`src/rtl/fight_pkg.sv`:
```
`default_nettype none
// ============================================================================
// Package     : fight_pkg
// Description : Action-state codes, default frame counts and counter width
//               for the fighter action sequencer.
// Revision    : 1.0  initial release
// ============================================================================
package fight_pkg;

    localparam int FRAME_CNT_W = 5;

    localparam int DEF_PUNCH_FRAMES     = 6;
    localparam int DEF_KICK_FRAMES      = 8;
    localparam int DEF_BLOCK_MIN_FRAMES = 2;
    localparam int DEF_STUN_FRAMES      = 10;
    localparam int DEF_COOLDOWN_FRAMES  = 4;

    typedef enum logic [2:0] {
        ACT_IDLE     = 3'd0,
        ACT_PUNCH    = 3'd1,
        ACT_KICK     = 3'd2,
        ACT_BLOCK    = 3'd3,
        ACT_STUN     = 3'd4,
        ACT_COOLDOWN = 3'd5
    } act_t;

    typedef enum logic [1:0] {
        BUF_NONE  = 2'd0,
        BUF_PUNCH = 2'd1,
        BUF_KICK  = 2'd2
    } buf_t;

endpackage
`default_nettype wire

```
`src/rtl/p2_action_sequencer_press_detect.sv`:
```
`default_nettype none
// ============================================================================
// Module      : action_press_detect
// Description : Frame-tick sampled rising-edge detector for one key level.
// Revision    : 1.0  initial release
// ============================================================================
module action_press_detect (
    input  logic clk,
    input  logic Reset_n,
    input  logic frame_tick,
    input  logic key_i,
    output logic press_o
);

    logic prev_q;

    // History only advances on frame ticks, so levels between ticks are invisible.
    always_ff @(posedge clk) begin
        if (!Reset_n) begin
            prev_q <= 1'b0;
        end else if (frame_tick) begin
            prev_q <= key_i;
        end
    end

    assign press_o = frame_tick & key_i & ~prev_q;

endmodule
`default_nettype wire

```
`src/rtl/p2_action_sequencer.sv`:
```
`default_nettype none
// ============================================================================
// Module      : p2_action_sequencer
// Description : Per-player action scheduler owning the shared motion resource.
//               Optional macro INPUT_BUFFER_EN enables a one-deep press buffer.
// Revision    : 1.0  initial release
// ============================================================================
module p2_action_sequencer
    import fight_pkg::*;
#(
    parameter int PUNCH_FRAMES     = DEF_PUNCH_FRAMES,
    parameter int KICK_FRAMES      = DEF_KICK_FRAMES,
    parameter int BLOCK_MIN_FRAMES = DEF_BLOCK_MIN_FRAMES,
    parameter int STUN_FRAMES      = DEF_STUN_FRAMES,
    parameter int COOLDOWN_FRAMES  = DEF_COOLDOWN_FRAMES
) (
    input  logic                   clk,
    input  logic                   Reset_n,
    input  logic                   frame_tick,
    input  logic                   punch_req,
    input  logic                   kick_req,
    input  logic                   block_req,
    input  logic                   hit_in,
    output logic                   punch_start,
    output logic                   kick_start,
    output logic                   block_start,
    output logic                   abort,
    output logic                   hit_blocked,
    output logic                   busy,
    output logic [2:0]             act_state,
    output logic [FRAME_CNT_W-1:0] frames_left
);

    localparam int C_MAX = (1 << FRAME_CNT_W) - 1;

    generate
        if (PUNCH_FRAMES < 1 || PUNCH_FRAMES > C_MAX ||
            KICK_FRAMES < 1 || KICK_FRAMES > C_MAX ||
            BLOCK_MIN_FRAMES < 1 || BLOCK_MIN_FRAMES > C_MAX ||
            STUN_FRAMES < 1 || STUN_FRAMES > C_MAX ||
            COOLDOWN_FRAMES < 1 || COOLDOWN_FRAMES > C_MAX) begin : g_bad_param
            $error("p2_action_sequencer: frame parameters must be in 1..31");
        end
    endgenerate

    localparam logic [FRAME_CNT_W-1:0] c_punch    = FRAME_CNT_W'(PUNCH_FRAMES);
    localparam logic [FRAME_CNT_W-1:0] c_kick     = FRAME_CNT_W'(KICK_FRAMES);
    localparam logic [FRAME_CNT_W-1:0] c_block    = FRAME_CNT_W'(BLOCK_MIN_FRAMES);
    localparam logic [FRAME_CNT_W-1:0] c_stun     = FRAME_CNT_W'(STUN_FRAMES);
    localparam logic [FRAME_CNT_W-1:0] c_cooldown = FRAME_CNT_W'(COOLDOWN_FRAMES);
    localparam logic [FRAME_CNT_W-1:0] c_one      = FRAME_CNT_W'(1);
    localparam logic [FRAME_CNT_W-1:0] c_zero     = '0;

    act_t                   state_q, state_d;
    logic [FRAME_CNT_W-1:0] cnt_q, cnt_d;
    logic                   hit_pend_q, hit_pend_d;
    logic                   busy_q, busy_d;
    logic                   punch_start_q, punch_start_d;
    logic                   kick_start_q, kick_start_d;
    logic                   block_start_q, block_start_d;
    logic                   abort_q, abort_d;
    logic                   hit_blocked_q, hit_blocked_d;
    logic                   w_punch_press;
    logic                   w_kick_press;
    logic                   w_hit;
`ifdef INPUT_BUFFER_EN
    buf_t                   buf_q, buf_d;
`endif

    action_press_detect u_punch_det (
        .clk        (clk),
        .Reset_n    (Reset_n),
        .frame_tick (frame_tick),
        .key_i      (punch_req),
        .press_o    (w_punch_press)
    );

    action_press_detect u_kick_det (
        .clk        (clk),
        .Reset_n    (Reset_n),
        .frame_tick (frame_tick),
        .key_i      (kick_req),
        .press_o    (w_kick_press)
    );

    // A hit arriving on the tick cycle itself is evaluated on that tick.
    assign w_hit = hit_pend_q | hit_in;

    always_comb begin
        state_d       = state_q;
        cnt_d         = cnt_q;
        hit_pend_d    = hit_pend_q | hit_in;
        punch_start_d = 1'b0;
        kick_start_d  = 1'b0;
        block_start_d = 1'b0;
        abort_d       = 1'b0;
        hit_blocked_d = 1'b0;
`ifdef INPUT_BUFFER_EN
        buf_d         = buf_q;
`endif
        if (frame_tick) begin
            hit_pend_d = 1'b0;
            if (w_hit && state_q == ACT_BLOCK) begin
                hit_blocked_d = 1'b1;
            end else if (w_hit && state_q != ACT_STUN) begin
                abort_d = (state_q == ACT_PUNCH) || (state_q == ACT_KICK);
                state_d = ACT_STUN;
                cnt_d   = c_stun;
`ifdef INPUT_BUFFER_EN
                buf_d   = BUF_NONE;
`endif
            end else begin
`ifdef INPUT_BUFFER_EN
                if ((state_q == ACT_PUNCH || state_q == ACT_KICK ||
                     state_q == ACT_COOLDOWN) && buf_q == BUF_NONE) begin
                    if (w_punch_press) begin
                        buf_d = BUF_PUNCH;
                    end else if (w_kick_press) begin
                        buf_d = BUF_KICK;
                    end
                end
`endif
                case (state_q)
                    ACT_IDLE: begin
                        if (block_req) begin
                            state_d       = ACT_BLOCK;
                            cnt_d         = c_block;
                            block_start_d = 1'b1;
`ifdef INPUT_BUFFER_EN
                            buf_d         = BUF_NONE;
`endif
                        end else if (w_punch_press) begin
                            state_d       = ACT_PUNCH;
                            cnt_d         = c_punch;
                            punch_start_d = 1'b1;
                        end else if (w_kick_press) begin
                            state_d      = ACT_KICK;
                            cnt_d        = c_kick;
                            kick_start_d = 1'b1;
                        end
                    end
                    ACT_PUNCH, ACT_KICK: begin
                        if (cnt_q == c_one) begin
                            state_d = ACT_COOLDOWN;
                            cnt_d   = c_cooldown;
                        end else begin
                            cnt_d = cnt_q - c_one;
                        end
                    end
                    ACT_COOLDOWN: begin
                        if (cnt_q == c_one) begin
`ifdef INPUT_BUFFER_EN
                            buf_d = BUF_NONE;
                            case (buf_q)
                                BUF_PUNCH: begin
                                    state_d       = ACT_PUNCH;
                                    cnt_d         = c_punch;
                                    punch_start_d = 1'b1;
                                end
                                BUF_KICK: begin
                                    state_d      = ACT_KICK;
                                    cnt_d        = c_kick;
                                    kick_start_d = 1'b1;
                                end
                                default: begin
                                    state_d = ACT_IDLE;
                                    cnt_d   = c_zero;
                                end
                            endcase
`else
                            state_d = ACT_IDLE;
                            cnt_d   = c_zero;
`endif
                        end else begin
                            cnt_d = cnt_q - c_one;
                        end
                    end
                    ACT_STUN: begin
                        if (cnt_q == c_one) begin
                            state_d = ACT_IDLE;
                            cnt_d   = c_zero;
                        end else begin
                            cnt_d = cnt_q - c_one;
                        end
                    end
                    ACT_BLOCK: begin
                        // Counter reaches 0 once the minimum is served and stays there while held.
                        if (cnt_q <= c_one) begin
                            if (!block_req) begin
                                state_d = ACT_IDLE;
                            end
                            cnt_d = c_zero;
                        end else begin
                            cnt_d = cnt_q - c_one;
                        end
                    end
                    default: begin
                        state_d = ACT_IDLE;
                        cnt_d   = c_zero;
                    end
                endcase
            end
        end
        busy_d = (state_d != ACT_IDLE);
    end

    always_ff @(posedge clk) begin
        if (!Reset_n) begin
            state_q       <= ACT_IDLE;
            cnt_q         <= c_zero;
            hit_pend_q    <= 1'b0;
            busy_q        <= 1'b0;
            punch_start_q <= 1'b0;
            kick_start_q  <= 1'b0;
            block_start_q <= 1'b0;
            abort_q       <= 1'b0;
            hit_blocked_q <= 1'b0;
`ifdef INPUT_BUFFER_EN
            buf_q         <= BUF_NONE;
`endif
        end else begin
            state_q       <= state_d;
            cnt_q         <= cnt_d;
            hit_pend_q    <= hit_pend_d;
            busy_q        <= busy_d;
            punch_start_q <= punch_start_d;
            kick_start_q  <= kick_start_d;
            block_start_q <= block_start_d;
            abort_q       <= abort_d;
            hit_blocked_q <= hit_blocked_d;
`ifdef INPUT_BUFFER_EN
            buf_q         <= buf_d;
`endif
        end
    end

    assign punch_start = punch_start_q;
    assign kick_start  = kick_start_q;
    assign block_start = block_start_q;
    assign abort       = abort_q;
    assign hit_blocked = hit_blocked_q;
    assign busy        = busy_q;
    assign act_state   = state_q;
    assign frames_left = cnt_q;

endmodule
`default_nettype wire

```
`config.mk`:
```
export PLATFORM = sky130hd
export DESIGN_NAME = p2_action_sequencer
export DESIGN_NICKNAME = d
export VERILOG_FILES = /design/src/rtl/fight_pkg.sv /design/src/rtl/p2_action_sequencer_press_detect.sv /design/src/rtl/p2_action_sequencer.sv
export SDC_FILE = /design/constraint.sdc
export NUM_CORES = 1
export LEC_CHECK = 0
export ABC_AREA = 1
export BUFFER_PORTS_ARGS = -buffer_cell sky130_fd_sc_hd__buf_2
export CAP_MARGIN = 20
export CORE_ASPECT_RATIO = 0.6
export CORE_MARGIN = 8
export CORE_UTILIZATION = 30
export DETAILED_ROUTE_END_ITERATION = 10
export PLACE_DENSITY = 0.59
export REMOVE_ABC_BUFFERS = 1
export SYNTH_ARGS = -nofsm -noshare
export SYNTH_HDL_FRONTEND = slang
export SYNTH_SLANG_ARGS = --single-unit
```
`constraint.sdc`:
```
create_clock -name clk -period 1.6 [get_ports clk]
set_input_delay 0.32 -clock clk [delete_from_list [all_inputs] [get_ports clk]]
set_output_delay 0.32 -clock clk [all_outputs]
set_load 0.02 [all_outputs]
```
==> results.txt <==
----------------------------------------------------
[Status]
  Status ... finished clean

[GRT]
  Wire length of the first global-routing pass ... 4.43 mm
  Antenna violations before repair ... 0
  Total global routing track utilization ... 10.1%
  Grt ovf ... 0
  Maximum number of pins on one net before global-route repair ... 11
  Vias in the first global route ... 913

[Worst setup path]
  Origin of the critical flop-to-flop path ... frames_left[1]
  Cell family contributing the most delay on the critical path ... simple AND/OR/NAND/NOR gates
  Logic depth of the worst register-to-register path ... 12
  Crit path kind ... reg -> reg
  CP Launch Type ... flop
  Count of buffering cells on the critical path with inverters included ... 2
  Required @ worst endpoint ... 1.75 ns
  Worst-path maximum fanout ... 8
  Ordered cell list for the critical path ... inv_4 -> ha_4 -> inv_2 -> nor2_2 -> nand2_2 -> nand2_2 -> nor2_2 -> nand3b_1 -> nand2_1 -> nand2_1 -> nor2_1 -> nor2_1
  Crit. Startpoint ... frames_left[1]
  Setup slack of the most critical reg-to-reg path ... 0.06 ns
  Endpoint of the lowest-slack register-to-register path ... frames_left[3]
  Worst endpoint data arrival time ... 1.69 ns
  Worst setup EP type ... flop
  Cell type of the slowest stage on the worst timing path ... dfxtp_4
  CP max stage delay ... 0.36 ns

[Routing]
  Met3 wirelength from detailed routing ... 248 um
  Antenna-violating nets left ... 0
  Number of optimization iterations in the first detailed-route pass ... 4
  Top routing layer used ... met4
  Vias per cell ... 4.46
  Total number of vias ... 1,049
  Initial DRC count ... 46
  Mean routed wirelength per cell ... 11.5 um
  Number of design rule violations left after detail routing ... 0
  Final WL ... 2.70 mm
  Post-route met1 wirelength ... 1.45 mm
  Routed met2 length ... 999 um

[Timing]
  Achievable Freq ... 649 MHz
  Smallest hold slack ... 0.304 ns
  Hold violation total from the final report ... 0
  Worst slew margin ... 82.3%
  Final setup slack of the worst path ... 0.0598 ns
  Setup TNS after final layout ... 0 ns
  Setup Viol. Count Final ... 0
  Count of final max-slew check failures ... 0
  Post-route clock skew ... 0.00172 ns
  Min cycle time layout ... 1.54 ns
  Fin crit share ... 96.3%
  Actual slew at the worst max-slew pin ... 0.263 ns
  RSZ-0062 raised after global routing ... yes

[Floorplan]
  Top-level I/O count ... 21
  Initial core utilization ... 31.0%
  Die area ... 5500 um^2
  Die height ... 60.7 um
  Die boundary width ... 90.5 um
  Core Area ... 3220 um^2
  Cell Rows ... 16

[Final layout]
  Area of the multi-input gates ... 597 um^2
  Commonest non-fill, non-tap cell in the layout ... nand2_1
  Growth of design area from synthesis to finish ... 31.0%
  Final net count ... 200
  Final core utilization ... 40.6%
  Layout cells sized above 1 ... 31.6%
  Sequential standard cell area ... 347 um^2
  Count of inserted antenna diode cells ... 0
  Top library cells by usage in the layout, fill and taps aside ... 44 x nand2_1, 22 x nor2_1, 20 x buf_2
  Post-layout instance area ... 1310 um^2
  Total of fill cells in the finished design ... 345
  Post-layout instance count excluding filler cells ... 235

[Synth]
  Mean instance size in the synthesized netlist ... 6.37 um^2
  Simple logic cell fraction of the synthesized area ... 42.1%
  Mapped Cells ... 157
  Distinct cell type count after synthesis ... 26
  Mux cell area share after synthesis ... 0%
  Post-synthesis instance area ... 1000 um^2
  Share of synthesized area occupied by flip-flops and latches ... 34.0%
  Main combinational cell family by area after synthesis ... simple AND/OR/NAND/NOR gates
  FF+latch count, synth ... 17
  Yosys warning count ... 0
  Post-synthesis xor/xnor area fraction ... 2.63%
  Area share of fa/ha/maj cells after synthesis ... 2.50%
  Area fraction in compound gates after synthesis ... 9.64%

[Clock tree]
  Number of buffers inserted during clock tree synthesis ... 3
  Clock tree from TritonCTS ... built
  Clk pin slew, worst setup/hold paths ... 0.07 ns
  Clock latency of the later-clocked register in the worst-skew pair ... 0.25 ns
  Htree depth ... 1
  Maximum root-to-sink buffer count ... 2
  TritonCTS Sinks ... 17
  Library cell used as clock root buffer ... clkbuf_8

[Power and ir drop]
  P_leak ... 0.674 nW
  PD cells ... 927 nW/um^2
  Final Power ... 1.22 mW
  VDD IR-drop max ... 0.350 mV

[Run]
  Max-capacitance violation count ... 0

[Hold path]
  Hold Crit Class ... in -> reg
  Worst hold path depth ... 3
  Worst Hold Path EP ... u_kick_det.prev_q
  Startpoint of the lowest-slack hold path ... kick_req

[Place]
  HPWL after detailed placement ... 2.12 mm
  Post-place instance area ... 1190 um^2
  Weighted congestion reported at the end of routability-driven placement ... 0.916
  Number of cells in the design after placement ... 226
  Pre-CTS WS ... 0.0106 ns
  Port Buf Inserts ... 20

----------------------------------------------------
==> tightest hold or removal path, stage by stage <==
cell     delay [ns]
buf_2          0.09
nand3_1        0.05
o21ai_0        0.07
==> how the worst max path moves through the flow <==
stage                     end  slack, ns  cells after the start
2_1_floorplan  frames_left[4]       0.02                     12
3_3_place_gp   frames_left[0]       0.03                     12
3_5_place_dp   frames_left[4]       0.01                     12
4_1_cts        frames_left[0]       0.05                     12
5_1_grt        frames_left[1]      -0.08                     12
6_report       frames_left[3]       0.06                     12
==> cell type report <==
cell class,instances,area share (%)
clock buffer,3,3.15
clock inverter,1,0.382
inverter,23,6.78
multi-input combinational,116,45.6
sequential,17,26.5
tap,45,4.30
timing repair buffer,30,13.4
==> cell usage after synthesis (all sizes together) <==
cell	number	area [um^2]
nand3	12	65.1
dfxtp	17	340
nor2	28	113
nand2	49	201
a21oi	6	33.8
ha	2	25.0
o21ai	6	41.3
o21bai	1	7.51
o211ai	1	7.51
inv	23	86.3
xor2	1	8.76
xnor2	2	17.5
nor4	1	6.26
buf	1	5.00
nand4	2	12.5
nand3b	1	7.51
o22ai	1	6.26
nor3	3	15.0
==> flip-flops by register name, summed over array words and instances, names as in the netlist <==
signal and count:
abort 1, act_state 3, block_start 1, busy 1, frames_left 5, hit_blocked 1, hit_pend_q 1, kick_start 1
punch_start 1, u_kick_det.prev_q 1, u_punch_det.prev_q 1
==> cell families after synthesis <==
family                     after synthesis
xor gates and xnor gates                 3
and+or+nand+nor                         96
buffers and inverters                   24
AOI/OAI and AO/OA                       15
adders and majority gates                2
DFF                                     17
==> where the power goes <==
part           internal (mW)  leakage (nW)  switching, mW
registers              0.454         0.141         0.0290
clock network          0.173        0.0255          0.154
logic                  0.151         0.508          0.254
==> per-layer routing <==
layer,GRT usage (%),vias to the layer above
li1,-,559
met2,13.1,34
met3,4.20,2
met4,2.11,0
met5,0,-
met1,14.5,454
==> what timing repair did <==
| action | 4_1_cts | 5_1_grt |
|---|---|---|
| gates cloned | 0 | 0 |
| endpoints found under the setup margin | 3 | 8 |
| hold buffers | 0 | 0 |
| buffers inserted | 0 | 5 |
| resized for setup | 1 | 14 |
| pin swaps | 0 | 5 |
Note: power is estimated with default switching activity, not from simulation.
